## config.mk

```make
export PLATFORM = sky130hd
export DESIGN_NAME = multi_chan_pass_monitor_flat
export DESIGN_NICKNAME = d
export VERILOG_FILES = /design/src/rtl/multi_chan_pass_monitor_if.sv /design/src/rtl/multi_chan_pass_monitor.sv /design/src/flat_wrapper.sv
export SDC_FILE = /design/constraint.sdc
export NUM_CORES = 1
export LEC_CHECK = 0
export CORE_MARGIN = 3
export CORE_UTILIZATION = 45
export CTS_BUF_LIST = sky130_fd_sc_hd__clkbuf_8
export CTS_CLUSTER_DIAMETER = 40
export DETAILED_ROUTE_END_ITERATION = 12
export GPL_TIMING_DRIVEN = 0
export PLACE_DENSITY = 0.67
export SYNTH_ARGS = -nofsm -noshare
export SYNTH_HDL_FRONTEND = slang
export SYNTH_SLANG_ARGS = --single-unit
```

## constraint.sdc

```tcl
create_clock -name clk -period 3.7 [get_ports clk]
set_clock_uncertainty 0.1 [all_clocks]
set_input_delay 0.555 -clock clk [delete_from_list [all_inputs] [get_ports clk]]
set_output_delay 0.555 -clock clk [all_outputs]
set_load 0.02 [all_outputs]
```

## src/rtl/multi_chan_pass_monitor_if.sv

```systemverilog
// multi_chan_pass_monitor_if: control strobes and status outputs of the pass monitor
interface multi_chan_pass_monitor_if #(
    parameter int NCH   = 2,
    parameter int WIDTH = 32
);
    logic                 start;
    logic                 clear;
    logic [NCH-1:0]       inc;
    logic [NCH*WIDTH-1:0] count;
    logic [NCH-1:0]       done_ch;
    logic                 busy;
    logic                 passed;
    logic                 failed;

    modport master (output start, clear, inc, input count, done_ch, busy, passed, failed);
    modport slave  (input start, clear, inc, output count, done_ch, busy, passed, failed);
endinterface

```

## src/rtl/multi_chan_pass_monitor.sv

```systemverilog
// multi_chan_pass_monitor: per-channel event counters with pass-on-target and watchdog fail
module multi_chan_pass_monitor #(
    parameter int          NCH      = 2,
    parameter int          WIDTH    = 32,
    parameter int unsigned TARGET   = 5,
    parameter int unsigned TIMEOUT  = 1000,
    parameter bit          SATURATE = 1'b1
) (
    input logic                    clk,
    input logic                    reset,
    multi_chan_pass_monitor_if.slave bus
);
    localparam logic [1:0] IDLE = 2'd0;
    localparam logic [1:0] RUN  = 2'd1;
    localparam logic [1:0] PASS = 2'd2;
    localparam logic [1:0] FAIL = 2'd3;

    logic [1:0]     state;
    logic [31:0]    wd;
    logic [NCH-1:0] done;

    for (genvar i = 0; i < NCH; i++) begin : g_ch
        logic [WIDTH-1:0] cnt;
        logic [WIDTH-1:0] cnt_nxt;
        logic             d;
        assign cnt_nxt = (&cnt) ? (SATURATE ? cnt : '0) : cnt + 1'b1;
        // done latches on the TARGET-1 -> TARGET step and survives later wraps
        always_ff @(posedge clk or posedge reset) begin
            if (reset) begin
                cnt <= '0;
                d   <= 1'b0;
            end else if (bus.clear) begin
                cnt <= '0;
                d   <= 1'b0;
            end else if (state == RUN && bus.inc[i]) begin
                cnt <= cnt_nxt;
                if (cnt == WIDTH'(TARGET - 1)) d <= 1'b1;
            end
        end
        assign bus.count[i*WIDTH +: WIDTH] = cnt;
        assign done[i] = d;
    end

    always_ff @(posedge clk or posedge reset) begin
        if (reset) begin
            state <= IDLE;
            wd    <= '0;
        end else if (bus.clear) begin
            state <= IDLE;
            wd    <= '0;
        end else if (state == IDLE) begin
            if (bus.start) begin
                state <= RUN;
                wd    <= '0;
            end
        end else if (state == RUN) begin
            wd    <= wd + 32'd1;
            state <= (&done) ? PASS : (wd == 32'(TIMEOUT - 1)) ? FAIL : RUN;
        end
    end

    assign bus.done_ch = done;
    assign bus.busy    = state == RUN;
    assign bus.passed  = state == PASS;
    assign bus.failed  = state == FAIL;
endmodule

```

## src/flat_wrapper.sv

```systemverilog
// flat-port wrapper written by rule: the top's interface ports become plain ports
module multi_chan_pass_monitor_flat 
#(
    parameter int          NCH      = 2,
    parameter int          WIDTH    = 32,
    parameter int unsigned TARGET   = 5,
    parameter int unsigned TIMEOUT  = 1000,
    parameter bit          SATURATE = 1'b1
)
  (clk, reset, bus_start, bus_clear, bus_inc, bus_count, bus_done_ch, bus_busy, bus_passed, bus_failed);
  multi_chan_pass_monitor_if #(.NCH(NCH), .WIDTH(WIDTH)) bus_i ();
  input logic clk;
  input logic reset;
  input wire logic [$bits(bus_i.start)-1:0] bus_start;
  input wire logic [$bits(bus_i.clear)-1:0] bus_clear;
  input wire logic [$bits(bus_i.inc)-1:0] bus_inc;
  output wire logic [$bits(bus_i.count)-1:0] bus_count;
  output wire logic [$bits(bus_i.done_ch)-1:0] bus_done_ch;
  output wire logic [$bits(bus_i.busy)-1:0] bus_busy;
  output wire logic [$bits(bus_i.passed)-1:0] bus_passed;
  output wire logic [$bits(bus_i.failed)-1:0] bus_failed;
  assign bus_i.start = bus_start;
  assign bus_i.clear = bus_clear;
  assign bus_i.inc = bus_inc;
  assign bus_count = bus_i.count;
  assign bus_done_ch = bus_i.done_ch;
  assign bus_busy = bus_i.busy;
  assign bus_passed = bus_i.passed;
  assign bus_failed = bus_i.failed;
  multi_chan_pass_monitor #(.NCH(NCH), .WIDTH(WIDTH), .TARGET(TARGET), .TIMEOUT(TIMEOUT), .SATURATE(SATURATE)) u_core (.clk(clk), .reset(reset), .bus(bus_i));
endmodule
```

==> results.txt <==
Syn Area/Cell = 9.281 sq um
Tot GR Track Use = 0.2160
Area grow syn2layout = 20.54%
Pin count of the biggest net entering global routing = 73
Ys async rst share = 1.000
Initial antenna violation count = 0
Setup bufs post-CTS = 0
Warnings from Yosys = 0
Finished Layout Cells = 869
Design Area, Final = 6835 sq um
Nets@finish = 708
Initial core utilization = 0.4663
Setup TNS = 0 ns
Inst Count DP = 854
Port Buf Inserts = 74
Largest delay share family, worst path = simple AND/OR/NAND/NOR gates
Required @ worst endpoint = 3.86 ns
Fmax = 376.0 MHz
Crit share post-route = 0.7188
Status = finished, final reports clean
Met3 routed WL = 991 um
Critical path buffers and inverters = 2
P per Cell Area = 278.2 nW/um^2
MaxCap Viol Count = 0
Count of state elements after synthesis = 100
Worst-path cell chain = clkdlybuf4s50_1, and3b_1, clkbuf_1, nand4_1, nor4_1, xnor2_1, nor2_1
Number of synthesized flops with an enable pin = 0
Dominant cells by area after synthesis = dfrtp_1, xor2_1, nand4_1, nor2_1, a21oi_1
Syn nets = 622
Post-Syn Area = 5670 sq um
First-pass GRT wire length = 24.82 mm
Total grt overflow = 0
Initial drt markers = 346
Crit. path cell count = 7
H-tree Lvls = 3
Kind of end point of the critical path = register
Top-level I/O count = 75
Detail Placement HPWL = 10.58 mm
Met1 wire length = 6.768 mm
Number of cell rows = 40
Post-Place Cell Area = 6651 sq um
Switching share of power = 0.2381
Gp weighted congestion = 0.8883
Sequential Power Share = 0.579
Final min period = 2.660 ns
Ant diodes = 0
Endpoints failing hold = 0
VDD IR max = 0.2700 mV
DRC = 0
Setup crit start kind = input pin
Post-DR vias/cell = 5.877
Core area = 12160 sq um
Clk root buf = clkbuf_8
Unrepaired setup endpoints after global routing = false
FF-to-FF path depth = 6
Post-CTS Resized = 0
Final setup fails = 0
Comb power frac = 0.060
CP max stage delay = 0.51 ns
Skew-Pair Late Insertion Delay = 0.38 ns
DR WL/cell = 17.06 um
Leakage dissipation = 2.687 nW
DRT antenna net count = 0
Slew margin rel. = 0.3133
Share of cells above drive strength 1 = 0.05849
Crit path max-delay cell type = clkdlybuf4s50_1
Unique cell type count in the Yosys netlist = 59
Primary FF master, synth = dfrtp_1
Synth top area share = 0.4413
Met2 WL = 6.886 mm
Uppermost layer routed = met4
# hold bufs at CTS = 0
Worst-margin pin slew = 1.022 ns
Total CTS buffers = 9
Via count of the first global-routing pass = 4862
Clock power share = 0.360
Final Max Slew Viols = 0
Psw = 452.7 uW
Sink Count = 100
Cells after Synth = 611
Tightest Hold Check Type = in2async
Yosys top cell by area = dfrtp_1
Longest Clk Path Bufs = 2
Die extent in y = 118.3 um
CTS tree = yes
Worst Path Arrival = 2.82 ns
Worst-path fanout max = 8
CP Class = in2reg
Die X = 118.3 um
Die area = 13980 sq um
Sequential fraction of the synthesis area = 0.4413
First-pass DRT Iterations = 5
Internal = 1.449 mW
Final WL = 14.83 mm
CTS clk-pin slew, worst paths = 0.09 ns
Routed vias = 5107
-- worst register-to-register path, delay by kind of cell (launching register included) --
kind	cells	cell delay [ns]
and+or+nand+nor	4	1.22
buffers and inverters	1	0.39
DFF	1	0.42
xor gates and xnor gates	1	0.18
-- per-layer routing --
| metal | up-vias | global-route usage |
|---|---|---|
| met3 | 19 | 0.05694 |
| met2 | 185 | 0.3315 |
| li1 | 2417 | - |
| met5 | - | 0 |
| met1 | 2486 | 0.3014 |
| met4 | 0 | 0.06154 |
-- path summary, 6_finish.rpt --
kind / start / end / slack (ns)
setup / recovery: bus_inc[0] / u_core.g_ch[0].cnt[30] / 1.04
hold / removal: reset / u_core.g_ch[0].cnt[0] / 0.40
setup reg to reg: u_core.state[1] / u_core.g_ch[0].cnt[30] / 1.26
hold reg to reg: u_core.wd[0] / u_core.wd[0] / 0.43
max in group asynchronous: reset / u_core.g_ch[1].cnt[23] / 2.41
min in group clk: u_core.wd[0] / u_core.wd[0] / 0.43
-- cells in the mapped netlist (all sizes together) (2+ instances only) --
master   count
buf         14
o211ai       2
ha           5
clkbuf      18
mux2i        2
o311ai       2
a21oi       44
a2111oi      2
nor2b        3
nand2       38
and3b        2
and2         4
nor2        63
or4          5
nand3b       2
inv         16
or2          2
o21ai       20
o21a         4
nor3        12
a41oi        2
and3        19
xnor2       23
xor2        39
a31oi        5
nand4       42
dfrtp      100
o31ai        8
or3         17
nor4b        3
nand3       36
a211oi       7
and4        13
nor4        26
-- cells in the final DEF (no fill, tap or decap), types with 4 or more instances in the layout --
cell type / netlist / layout
a211oi_1: 7 / 7
a21oi_1: 44 / 44
a31oi_1: 5 / 5
and3_1: 19 / 19
and4_1: 13 / 13
buf_2: 6 / 6
clkbuf_1: 16 / 16
clkbuf_8: 0 / 10
clkdlybuf4s50_1: 0 / 74
dfrtp_1: 100 / 100
ha_1: 5 / 5
inv_1: 16 / 18
nand2_1: 38 / 38
nand3_1: 34 / 34
nand4_1: 40 / 40
nor2_1: 63 / 63
nor3_1: 11 / 11
nor4_1: 25 / 25
o21a_1: 4 / 4
o21ai_0: 20 / 20
o31ai_1: 7 / 7
or3_1: 16 / 16
or4_1: 5 / 5
xnor2_1: 23 / 23
xor2_1: 39 / 39
-- power by group through the flow --
stage	clock network [mW]	logic, mW	registers, mW
after detailed placement	0	0.117	1.12
after floorplan	0	0.0698	1.12
after global routing	0.756	0.129	1.10
final	0.685	0.115	1.10
after CTS	0.711	0.117	1.10
after global placement	0	0.111	1.12
-- stage by stage --
step | hold slack (ns) | util | worst slack [ns] | total power, mW
2_1_floorplan | 0.3755 | - | 0.4262 | 1.194
5_1_grt | 0.4088 | 0.5620 | 0.8607 | 1.988
4_1_cts | 0.4019 | 0.5620 | 1.026 | 1.930
3_5_place_dp | 0.4147 | 0.5469 | 0.6180 | 1.240
6_report | 0.4023 | 0.5620 | 1.041 | 1.901
3_3_place_gp | 0.4005 | 0.5444 | -1.115 | 1.234
-- layout make-up --
class                           count  area [sq um]
Timing Repair Buffer               75         768.2
Multi-Input combinational cell    463          2948
Clock inverter                      5         46.29
Sequential cell                   100          2502
Tap cell                          168         210.2
Inverter                           16         62.56
Buffer                             32         160.2
Clock buffer                       10         137.6
Fill cell                        1106          5326
-- kinds of logic after synthesis --
logic type	after synthesis	share of synthesized area
flip-flops	100	0.4413
adder cells (fa/ha/maj)	5	0.01103
multiplexers	3	0.005516
AO/OA/AOI/OAI	103	0.1203
buffers and inverters	48	0.03883
XOR/XNOR	62	0.09576
AND/OR/NAND/NOR	290	0.2873
-- registers in the layout (all words and copies together) (netlist names) --
register,cells
u_core.g_ch.d,2
u_core.g_ch.cnt,64
u_core.state,2
u_core.wd,32
Note: power is estimated with default switching activity, not from simulation.
